`src/rtl/cheri_alu_wbq.sv`:
```
// cheri_alu_wbq: in-order CHERI ALU write-back queue (issue side: issue_i/issue_rd_i/issue_id_i/issue_ready_o, capture side: alu_result_i, drain side: wb_valid_o/wb_ready_i/wb_rd_o/wb_id_o/wb_cap_o, plus flush_i and count_o)
package cheri_alu_wbq_pkg;
  typedef struct packed {
    logic        tag;
    logic [15:0] perms;
    logic [31:0] addr;
  } op_cap_t;
  localparam op_cap_t NULL_CAP = '0;
endpackage

module cheri_alu_wbq
  import cheri_alu_wbq_pkg::*;
#(
  parameter int DEPTH = 4,
  parameter int ID_W  = 4
) (
  input  logic                       clk_i,
  input  logic                       rst_i,
  input  logic                       issue_i,
  input  logic [4:0]                 issue_rd_i,
  input  logic [ID_W-1:0]            issue_id_i,
  output logic                       issue_ready_o,
  input  op_cap_t                    alu_result_i,
  input  logic                       flush_i,
  output logic                       wb_valid_o,
  input  logic                       wb_ready_i,
  output logic [4:0]                 wb_rd_o,
  output logic [ID_W-1:0]            wb_id_o,
  output op_cap_t                    wb_cap_o,
  output logic [$clog2(DEPTH+1)-1:0] count_o
);
  localparam int PW = $clog2(DEPTH);
  localparam int CW = $clog2(DEPTH+1);
  logic [4:0]      rd_q  [DEPTH];
  logic [ID_W-1:0] id_q  [DEPTH];
  op_cap_t         cap_q [DEPTH];
  logic [PW-1:0]   wr_ptr, rd_ptr;
  logic [CW-1:0]   cnt;
  logic [CW:0]     occ;
  logic            pend, capture, pop;
  logic [4:0]      pend_rd;
  logic [ID_W-1:0] pend_id;
  assign capture       = pend && (pend_rd != 5'd0);
  assign pop           = wb_valid_o && wb_ready_i;
  assign occ           = {1'b0, cnt} + {{CW{1'b0}}, pend};
  assign issue_ready_o = occ < (CW+1)'(DEPTH);
  assign wb_valid_o    = cnt != '0;
  assign wb_rd_o       = rd_q[rd_ptr];
  assign wb_id_o       = id_q[rd_ptr];
  assign wb_cap_o      = cap_q[rd_ptr];
  assign count_o       = cnt;
  always_ff @(posedge clk_i or posedge rst_i) begin
    if (rst_i) begin
      wr_ptr  <= '0;
      rd_ptr  <= '0;
      cnt     <= '0;
      pend    <= 1'b0;
      pend_rd <= '0;
      pend_id <= '0;
      for (int i = 0; i < DEPTH; i++) begin
        rd_q[i]  <= '0;
        id_q[i]  <= '0;
        cap_q[i] <= NULL_CAP;
      end
    end else if (flush_i) begin
      wr_ptr <= '0;
      rd_ptr <= '0;
      cnt    <= '0;
      pend   <= 1'b0;
    end else begin
      pend    <= issue_i && issue_ready_o;
      pend_rd <= issue_rd_i;
      pend_id <= issue_id_i;
      if (capture) begin
        rd_q[wr_ptr]  <= pend_rd;
        id_q[wr_ptr]  <= pend_id;
        cap_q[wr_ptr] <= alu_result_i;
        wr_ptr        <= wr_ptr + 1'b1;
      end
      if (pop) rd_ptr <= rd_ptr + 1'b1;
      cnt <= cnt + CW'(capture) - CW'(pop);
    end
  end
endmodule

```
`config.mk`:
```
export PLATFORM = sky130hd
export DESIGN_NAME = cheri_alu_wbq
export DESIGN_NICKNAME = d
export VERILOG_FILES = /design/src/rtl/cheri_alu_wbq.sv
export SDC_FILE = /design/constraint.sdc
export NUM_CORES = 1
export LEC_CHECK = 0
export ABC_AREA = 1
export ABC_CLOCK_PERIOD_IN_PS = 8500
export CAP_MARGIN = 15
export CORE_ASPECT_RATIO = 1.25
export CORE_MARGIN = 3
export CORE_UTILIZATION = 30
export CTS_BUF_LIST = sky130_fd_sc_hd__clkbuf_8
export CTS_CLUSTER_DIAMETER = 150
export CTS_CLUSTER_SIZE = 24
export DETAILED_ROUTE_END_ITERATION = 8
export PLACE_DENSITY_LB_ADDON = 0.15
export SYNTH_ARGS = -nofsm -noshare
export SYNTH_HDL_FRONTEND = slang
export SYNTH_SLANG_ARGS = --single-unit
```
`constraint.sdc`:
```
create_clock -name clk_i -period 8.5 [get_ports clk_i]
set_clock_uncertainty 0.1 [all_clocks]
set_input_delay 1.7 -clock clk_i [delete_from_list [all_inputs] [get_ports clk_i]]
set_output_delay 1.7 -clock clk_i [all_outputs]
set_load 0.01 [all_outputs]
```
Yosys cells after proc, flatten, opt, wreduce, memory -nomap -nowiden. Cells that the tools add are included.

Latch bits: 0. Memory bits (writable): 0. ROM bits: 0. Output and inout port bits: 63. Input bits: 63. Logic and storage cells: 71. Memories kept: 0. Flip-flop bits (word level): 249.

Bitwise gates (word level): 3. $mul: 0. $lt $le $gt $ge: 4. Mux-type cells: 24. Equal/unequal tests: 0. Divide/modulo/power cells: 0. Reduce and logical (&&, ||, !) cells: 9. Add/subtract/negate cells: 5. Shifts and indexed selects: 0.

Operators by type and width (count): $bwmux W196 (1); $mux W49 (3); $bmux W49 S2 (1); $demux W49 S2 (1); $bwmux W20 (1); $bwmux W16 (1); $mux W5 (3); $mux W4 (3); $bmux W5 S2 (1); $demux W5 S2 (1); $bmux W4 S2 (1); $demux W4 S2 (1); $mux W2 (4); $ge A3 B3 Y1 const B (2); $not A2 Y3 (2); $reduce_bool A5 Y1 (1); $add A2 B1 Y2 const B (2); $add A3 B1 Y4 (1); $logic_and A1 B1 Y1 (4); $lt A4 B3 Y1 const B (1); $reduce_bool A2 Y1 (2); $add A3 B1 Y3 (1); $lt A3 B1 Y1 const B (1); $mux W3 (1); 5 further kinds (5).

Logic depth before layout (Yosys ltp).
Depth in word-level cells: 6. Gate-level depth with buffers: 11. Mapped depth without buffers: 11.

Worst setup path after synthesis. No wires, ideal clock.

Kind: input port to flip-flop. Start point: input port wb_ready_i. End point: register cnt[2], in the netlist count_o[2]. Arrival time: 2857 ps. Setup time: 123 ps. Stages: 9. Setup slack: 5420 ps. Buffers on the path: 0. Required time: 8277 ps. Path through: nand2_1 > inv_1 > ha_1 > inv_1 > ha_1 > inv_1 > fa_1 > o21ai_0 > a21oi_1.

Longest elaborated chain between the ends: 3.

Ends and longest elaborated chain: start: declaration (line 26) `input logic wb_ready_i,`; $logic_and A1 B1 Y1 (line 44) `assign pop = wb_valid_o && wb_ready_i;`; $sub A3 B1 Y3 (line 81) `cnt <= cnt + CW'(capture) - CW'(pop);`; $mux W3 (line 65) `end else if (flush_i) begin`; end signal: assignment (line 81); end: declaration (line 38) `logic [CW-1:0] cnt;`.

Every way passes these cells. A chain may end at the register's enable or synchronous reset.

Final worst setup path.
Start point: register rd_ptr[0]. End point: output port wb_rd_o[1].

Longest elaborated chain between the ends: 4.

Ends and longest elaborated chain: start: declaration (line 37) `logic [PW-1:0] wr_ptr, rd_ptr;`; start signal: assignment (line 80) `if (pop) rd_ptr <= rd_ptr + 1'b1;`; $not A2 Y3 (implied by the code) (line 48) `assign wb_rd_o = rd_q[rd_ptr];`; $bmux W5 S2 (line 48); $mux W5 (implied by the code) (2 in a row) (line 48); end: declaration (line 27) `output logic [4:0] wb_rd_o,`.

Every way passes these cells. The select of a mux whose other input is x is not followed.

==> impl.org <==
** Clock network
- Post-CTS repair changed the size of 0 cells.
- CTS tree :: yes
- Clock tree synthesis inserted a total of 14 buffers.
- CTS H-tree depth :: 1
- Hold Buf Count CTS :: 0
- Clock latency reported for the late side of the worst-skew pair :: 0.54 ns
- After clock tree synthesis, the clock-pin slew on the worst setup and hold paths is 0.15 ns.
- The clock passes through at most 3 buffers.
- Number of clock sinks :: 249
- Root Driver :: sky130_fd_sc_hd__clkbuf_8
- Setup Buffers After CTS :: 0

** Global route
- Met3 GRT Util :: 0.02038
- Maximum number of pins on one net before global-route repair :: 81
- For met1 alone, demand over resource in global routing was 0.2329.
- GRT overflow :: 0
- The layer flagged by global routing as most heavily used is met2.
- The first global-routing pass estimated 54450 um of wire.
- Initial antenna violation count :: 0
- In the global route stage, met2 resource usage came out at 0.2970.
- Vias in the first global route :: 9547
- Overall Global Routing Usage :: 0.1728

** Floorplan
- For this configuration, the core starts out at a cell density of 0.3057.
- IO Pins :: 126
- The initialized floorplan defines 78 standard-cell rows.
- The floorplan step defined a die boundary enclosing 39670 um2.
- After floorplanning, the core was sized to cover 36600 um2.
- In this run the vertical extent of the chip is 221.9 um.
- Die extent in x :: 178.7 um

** Finish
- In the final layout, the share of cells above drive strength 1 is 0.03093.
- Measured on the finished design, the core utilization comes to 0.3540.
- At the end of the flow, the number of nets in the layout was 1556.
- The area growth from synthesis to layout is 15.79%.
- The repair_antennas step left the layout with diodes totalling 0.
- Final non-filler cell area :: 12960 um2
- Counting the fill cells in the layout gives 3885.

** Yosys
- The synthesized design contains 0 enable-type register cells.
- Top-count cell post-synth :: sky130_fd_sc_hd__nand2_1
- The number of nets in the synthesized netlist is 1486.
- Counting flops and latches in the post-synthesis netlist gives 249.
- For this run, the leading register cell type out of synthesis is sky130_fd_sc_hd__dfrtp_1.
- Yosys printed 0 warnings.
- Syn_area_per_cell :: 7.908 um2
- Synth unique cells :: 18
- Cell taking the most area after synthesis :: sky130_fd_sc_hd__dfrtp_1
- Of the synthesized area, sequential elements account for 0.5569.
- Top area cells in the synthesized netlist :: sky130_fd_sc_hd__dfrtp_1 56%, sky130_fd_sc_hd__nand2_1 24%, sky130_fd_sc_hd__o21ai_0 5.5%, sky130_fd_sc_hd__nor2_1 4.4%, sky130_fd_sc_hd__o22ai_1 3.2%
- Of all flip-flops after synthesis, the portion carrying an async set or reset was 1.000.
- The share of synthesized area in the top cell type comes to 0.5569.
- Cell area after technology mapping :: 11190 um2
- Synthesized instance count :: 1415
- In the synthesized netlist, the cells that appear most often are 726 x sky130_fd_sc_hd__nand2_1, 249 x sky130_fd_sc_hd__dfrtp_1, 130 x sky130_fd_sc_hd__nor2_1, 122 x sky130_fd_sc_hd__o21ai_0, 58 x sky130_fd_sc_hd__o22ai_1.

** Timing
- Number of max-slew violations in the final report :: 0
- Final setup violating endpoints :: 0
- For this run, the top clock speed supported by timing is 186.5 MHz.
- Slew at the pin closest to its max-slew limit :: 1.025 ns
- Period Utilization, post-route :: 0.6308
- Slew HR :: 0.3147
- Adding up every negative setup slack in the final design gives 0 ns.
- Endpoints failing hold :: 0
- Final worst path period need :: 5.362 ns
- Setup repair after global routing left no endpoint under its margin.

** Power and ir drop
- For this design the ratio of total power to cell area is 287.3 nW/um2.
- The design draws 3.723 mW.
- In this run the static leakage power is 6.734 nW.
- The worst-case IR drop observed on VDD is 0.0001297 V.

** Drt
- Final wirelength :: 34080 um
- After the first detailed-routing iteration, the DRC count stood at 656.
- Number of routed nets with antenna violations :: 0
- After detailed routing, the number of vias per cell comes to 4.762.
- Drt wl/cell :: 17.32 um
- TritonRoute pass-1 iters :: 5
- Detailed routing inserted a total of 9366 vias.
- For this run, design rule violations remaining after detail routing come to 0.

** Setup path
- Maximum fanout encountered on the critical timing path :: 80
- Data required time at the worst endpoint :: 6.70 ns
- First element of the critical path :: rd_ptr[0]$_DFFE_PP0P_
- The worst register-to-register path begins at pend$_DFF_PP0_.
- The worst setup path is captured at an output pin.
- Startpoint Class :: flop
- The critical path is of the reg -> out type.
- Endpoint arrival time on the critical path :: 3.56 ns

** Job
- Max Cap Violations :: 0

** Worst hold path
- In this run the most critical hold path is launched from rd_q[14]$_DFFE_PP0P_.
- The min-delay analysis places its worst path in the category reg -> reg.

** Place
- The placed instances occupy a cell area of 12730 um2.
- The HPWL after detailed placement is 19680 um.
- GPL Wtd Cong :: 0.7651
- # port buffers :: 125

** Status
- Status :: complete, no violations
-- worst paths after layout --
path / end / slack [ns] / cells after the start
worst min register to register: rd_q[14]$_DFFE_PP0P_ / 0.39 / 2
max in group asynchronous: rd_ptr[0]$_DFFE_PP0P_ / 5.40 / 3
worst min-delay path: rd_q[14]$_DFFE_PP0P_ / 0.39 / 2
worst max register to register: cap_q[1]$_DFFE_PP0P_ / 5.83 / 5
min in group asynchronous: cap_q[149]$_DFFE_PP0P_ / 1.46 / 2
worst max-delay path: wb_rd_o[1] / 3.14 / 5
-- critical path, stage by stage (launching register included) --
cell,delay (ns)
sky130_fd_sc_hd__dfrtp_4,0.72
sky130_fd_sc_hd__inv_4,0.38
sky130_fd_sc_hd__buf_4,0.76
sky130_fd_sc_hd__o21ai_0,0.17
sky130_fd_sc_hd__o22ai_1,0.31
sky130_fd_sc_hd__clkdlybuf4s50_1,0.61
-- cells by family after synthesis --
| logic type | share of synthesized area |
|---|---|
| xor+xnor | 0.0007829 |
| fa+ha+maj | 0.009616 |
| flops | 0.5569 |
| simple gates | 0.2956 |
| buf+inv | 0.04965 |
| compound gates | 0.08744 |
-- cell usage in the layout, fill, tap and decap left out --
master and count:
sky130_fd_sc_hd__clkbuf_8 15, sky130_fd_sc_hd__nand4_1 12, sky130_fd_sc_hd__inv_4 1, sky130_fd_sc_hd__dfrtp_2 1
sky130_fd_sc_hd__buf_4 18, sky130_fd_sc_hd__nand3_2 2, sky130_fd_sc_hd__xnor2_1 1, sky130_fd_sc_hd__o21ai_0 122
sky130_fd_sc_hd__ha_1 7, sky130_fd_sc_hd__clkdlybuf4s50_1 125, sky130_fd_sc_hd__fa_1 1, sky130_fd_sc_hd__dfrtp_1 247
sky130_fd_sc_hd__a21oi_1 1, sky130_fd_sc_hd__inv_12 1, sky130_fd_sc_hd__o22ai_1 58, sky130_fd_sc_hd__nor2_1 126
sky130_fd_sc_hd__nor2_4 4, sky130_fd_sc_hd__clkinvlp_4 1, sky130_fd_sc_hd__inv_2 2, sky130_fd_sc_hd__dfrtp_4 1
sky130_fd_sc_hd__nand2_1 726, sky130_fd_sc_hd__inv_1 15
-- power by group --
part / switching (mW) / internal [mW]
Sequential: 0.192 / 1.49
Clock: 0.384 / 0.168
Combinational: 0.790 / 0.696
Total: 1.37 / 2.36
-- flip-flops by register name, indices dropped and copies added (netlist names), 2 cells and up --
name     flops
cap_q      196
count_o      3
id_q        16
pend_id      4
pend_rd      5
rd_ptr       2
rd_q        20
wr_ptr       2
-- metal layers --
layer,share of wire,up-vias
met4,0.019,0
met3,0.044,26
met5,0,-
met1,0.45,4565
met2,0.49,196
li1,-,4579
-- through the flow --
step                hold slack (ns)  setup WS (ns)  std cells
floorplan                    0.3366          3.426       1415
global placement             0.3522          3.691       1949
detailed placement           0.3580          3.615       1949
CTS                          0.3934          3.082       1967
global route                 0.4097          2.914       1967
finish                       0.3882          3.138       1967
-- area by class of cell --
class                   instances  area (um2)  area share
well taps                     480       600.6     0.04635
flip-flops and latches        249        6236      0.4813
multi-input cells            1060        4433      0.3422
clock inverters                 3       23.77    0.001835
clock buffers                  15       206.4     0.01593
inverters                      17       70.07    0.005408
repair buffers                143        1386      0.1070
Power figures use the tool's default switching activity.
